[config.mk]
export PLATFORM = sky130hd
export DESIGN_NAME = data_sync_mc
export DESIGN_NICKNAME = d
export VERILOG_FILES = /design/src/rtl/data_sync_mc.sv
export SDC_FILE = /design/constraint.sdc
export NUM_CORES = 1
export LEC_CHECK = 0
export CORE_MARGIN = 1
export CORE_UTILIZATION = 46
export DETAILED_ROUTE_END_ITERATION = 16
export PLACE_DENSITY = 0.81
export SLEW_MARGIN = 15
export SYNTH_ARGS = -nofsm -noshare
export SYNTH_HDL_FRONTEND = slang
export SYNTH_SLANG_ARGS = --single-unit
export TNS_END_PERCENT = 1
[constraint.sdc]
create_clock -name clk -period 2.3 [get_ports clk]
set_input_delay 0.345 -clock clk [delete_from_list [all_inputs] [get_ports clk]]
set_output_delay 0.345 -clock clk [all_outputs]
set_load 0.05 [all_outputs]
[src/rtl/data_sync_mc.sv]
`default_nettype none
// +--------------------------------------------------------------------------+
// | data_sync_mc: per-channel enable synchroniser with qualified bus capture, |
// | valid/ready hold, sticky overrun and ack toggle.   Revision: 1.0         |
// +--------------------------------------------------------------------------+
module data_sync_mc #(
    parameter int NUM_STAGES  = 2,
    parameter int BUS_WIDTH   = 8,
    parameter int NUM_CH      = 4,
    parameter int TOGGLE_MODE = 0,
    parameter int OVERWRITE   = 0
) (
    input  logic                        clk,
    input  logic                        reset_n,
    input  logic [NUM_CH-1:0]           bus_enable,
    input  logic [NUM_CH*BUS_WIDTH-1:0] unsync_bus,
    input  logic [NUM_CH-1:0]           sync_ready,
    input  logic [NUM_CH-1:0]           clr_overrun,
    output logic [NUM_CH-1:0]           enable_pulse,
    output logic [NUM_CH*BUS_WIDTH-1:0] sync_bus,
    output logic [NUM_CH-1:0]           sync_valid,
    output logic [NUM_CH-1:0]           overrun,
    output logic [NUM_CH-1:0]           ack_toggle
);

    localparam bit C_OVERWRITE = (OVERWRITE != 0);

    for (genvar i = 0; i < NUM_CH; i++) begin : g_ch
        logic [NUM_STAGES-1:0] r_chain;
        logic                  r_sd;
        logic                  r_pulse;
        logic                  r_ack;
        logic                  r_valid;
        logic                  r_ovr;
        logic [BUS_WIDTH-1:0]  r_bus;
        logic                  w_s;
        logic                  w_event;
        logic                  w_busy;

        assign w_s    = r_chain[NUM_STAGES-1];
        assign w_busy = r_valid & ~sync_ready[i];

        if (TOGGLE_MODE != 0) begin : g_toggle
            assign w_event = w_s ^ r_sd;
        end else begin : g_level
            assign w_event = w_s & ~r_sd;
        end

        always_ff @(posedge clk) begin
            if (!reset_n) begin
                r_chain <= '0;
                r_sd    <= 1'b0;
                r_pulse <= 1'b0;
                r_ack   <= 1'b0;
                r_valid <= 1'b0;
                r_ovr   <= 1'b0;
                r_bus   <= '0;
            end else begin
                r_chain <= {r_chain[NUM_STAGES-2:0], bus_enable[i]};
                r_sd    <= w_s;
                r_pulse <= w_event;
                r_ack   <= r_ack ^ w_event;

                // A blocked event only replaces held data when overwriting is enabled
                if (w_event) begin
                    if (!w_busy || C_OVERWRITE) begin
                        r_bus <= unsync_bus[i*BUS_WIDTH +: BUS_WIDTH];
                    end
                    r_valid <= 1'b1;
                end else if (sync_ready[i]) begin
                    r_valid <= 1'b0;
                end

                // Set has priority over clear
                if (w_event && w_busy) begin
                    r_ovr <= 1'b1;
                end else if (clr_overrun[i]) begin
                    r_ovr <= 1'b0;
                end
            end
        end

        assign enable_pulse[i]                       = r_pulse;
        assign ack_toggle[i]                         = r_ack;
        assign sync_valid[i]                         = r_valid;
        assign overrun[i]                            = r_ovr;
        assign sync_bus[i*BUS_WIDTH +: BUS_WIDTH]    = r_bus;
    end

endmodule
`default_nettype wire
==> results.md <==
- Die Y: 73.82 um
- FF+latch count, synth: 60
- Syn_nets: 285
- Hold buffer count at cts: 0
- Compound-cell area share of the yosys netlist: 0.01899
- Hold Path Class: flip-flop to flip-flop
- Setup WS pre-CTS: 0.6914 ns
- Hold Fails Final Rpt: 0
- Maximum vdd drop: 406.0 uV
- Post_cts resized: 0
- WS Path Type: flip-flop to output pin
- Utilization after layout: 0.6919
- CP cell instances: clkdlybuf4s50_1
- Relative slew slack: 0.5445
- Number of global-route vias before repair: 1684
- # DRC: 0
- Die area: 5449 um^2
- # fillers: 410
- Buffers added on ports: 93
- Initial Util: 0.4893
- Top Family by Delay on Critical Path: buffers and inverters
- Clk sink count: 60
- CTS Buf Count: 9
- Biggest cell delay along the critical path: 0.82 ns
- Core footprint: 4848 um^2
- Post-synthesis mux area share: 0.1350
- P_leak: 1.293 nW
- Post-CTS setup buffers: 0
- CP max FO: 2
- Final setup margin: 0.4374 ns
- Initial antenna violation count: 0
- Pwr/cell area: 670.0 nW/um^2
- Critical Path RT: 1.96 ns
- Antenna Cells: 0
- Die width: 73.82 um
- Endpoints failing setup: 0
- RSZ-0062 raised after global routing: false
- TNS Setup: 0 ns
- Worst-Skew Late Latency: 0.33 ns
- Final period util: 0.8098
- WP buf/inv: 1
- Tot Pwr: 2.248 mW
- Clk slew on worst S/H paths: 0.06 ns
- Largest net degree at the start of global routing: 44
- Area growth, synth to finish: 41.40%
- Site row count: 25
- Status: finished, final reports clean
- Most common cell after layout, fill and taps aside: clkdlybuf4s50_1
- Crit. End Element: output pin
- First-pass GRT wire length: 7555 um
- Max-Cap Viols: 0
- Via Count: 1734
- Post-synthesis xor/xnor area fraction: 0.01477
- Initial DRC count: 55
- Total Routed Length: 4591 um
- GRT Overall Usage: 0.1876
- Post-Syn Area: 2372 um^2
- Fraction of layout cells with a size suffix above 1: 0.08491
- Post-synth cell types: 15
- Post-Synth Simple-Gate Area: 0.2257
- Clk root buf: clkbuf_8
- Min Clock Period, post-route: 1.863 ns
- Slowest CP cell: clkdlybuf4s50_1
- Routed WL per cell: 11.92 um
- Synth Area in Adders: 0
- Post-DP HPWL: 3233 um
- Antenna Violating Nets Remaining: 0
- CTS Buffer Depth: 2
- Fmax: 536.9 MHz
- Via density: 4.504
- Clock Skew: 0.006243 ns
- Post-synthesis cell count: 239
- Slew Limit Fails: 0
- Overflow after GRT: 0
- H-tree levels: 3
- Routability cong.: 0.6475
- Yosys warns: 0
- Register area share after synthesis: 0.5063
- Mean Syn Cell Area: 9.926 um^2
- IO Pins: 94
- Largest family of logic cells by synthesized area: simple AND/OR/NAND/NOR gates
- Critical path startpoint category: flip-flop
- Layout Nets: 360
- Drt first pass iters: 4
- Worst-margin pin slew: 0.6832 ns
- TritonCTS clock tree: built
- Arrival time at the worst endpoint: 1.52 ns
- Most frequent cells in the layout: clkdlybuf4s50_1 (92), nand2_1 (64), dfxtp_1 (60)
[sequential cells by signal, summed over array words and instances, names as in the netlist]
register,count
g_ch.r_bus,32
g_ch.r_chain,8
g_ch.r_ack,4
g_ch.r_ovr,4
g_ch.r_pulse,4
g_ch.r_sd,4
g_ch.r_valid,4
[final cells by class]
class / count / area [um^2] / share of cell area
flip-flops and latches: 60 / 1201 / 0.3581
clock inverters: 2 / 10.01 / 0.002984
clock buffers: 13 / 158.9 / 0.04737
inverters: 5 / 18.77 / 0.005595
well taps: 67 / 83.83 / 0.02499
repair buffers: 94 / 945.9 / 0.2820
multi-input cells: 144 / 935.9 / 0.2790
[worst paths after layout]
check | start | to | slack [ns] | cells after the start
worst min-delay path | g_ch[3].r_chain[0] | g_ch[3].r_chain[1] | 0.43 | 1
worst max register to register | g_ch[1].r_chain[1] | g_ch[1].r_bus[2] | 1.21 | 3
worst min register to register | g_ch[3].r_chain[0] | g_ch[3].r_chain[1] | 0.43 | 1
worst max-delay path | g_ch[1].r_valid | sync_valid[1] | 0.44 | 1
[per-layer routing]
| layer | global-route usage | wire [um] |
|---|---|---|
| met2 | 0.2783 | 2042 |
| met1 | 0.2312 | 2075 |
| met5 | 0 | 0 |
| met4 | 0.1090 | 90 |
| met3 | 0.07133 | 383 |
[Yosys cell counts]
cell type / instances / share of area
nor2_1: 8 / 0.013
xor2_1: 4 / 0.015
dfxtp_1: 60 / 0.51
buf_2: 8 / 0.017
nor2b_4: 4 / 0.023
o22ai_1: 4 / 0.011
mux2i_1: 32 / 0.14
nand2_1: 64 / 0.10
inv_1: 5 / 0.0079
buf_4: 17 / 0.054
buf_6: 4 / 0.019
a21oi_1: 4 / 0.0084
nand2b_4: 8 / 0.046
clkbuf_1: 1 / 0.0016
and2_1: 16 / 0.042
[where the power goes]
part	total [mW]	switching [mW]	internal [mW]
Combinational	0.341	0.183	0.158
Clock	0.809	0.369	0.441
Sequential	1.10	0.0201	1.08
[stage by stage]
step | std cells | hold WS, ns | instance area (um^2)
2_1_floorplan | 239 | 0.4057 | 2372
3_3_place_gp | 370 | 0.4124 | 3186
3_5_place_dp | 370 | 0.4209 | 3186
4_1_cts | 385 | 0.4299 | 3354
5_1_grt | 385 | 0.4575 | 3354
6_report | 385 | 0.4294 | 3354
[cell families (layout without fill, tap and decap cells)]
| group | count (synthesis) | after routing |
|---|---|---|
| buffers and inverters | 35 | 114 |
| AOI/OAI and AO/OA | 8 | 8 |
| muxes | 32 | 32 |
| and+or+nand+nor | 100 | 100 |
| xor gates and xnor gates | 4 | 4 |
| DFF | 60 | 60 |
Power figures use the tool's default switching activity.
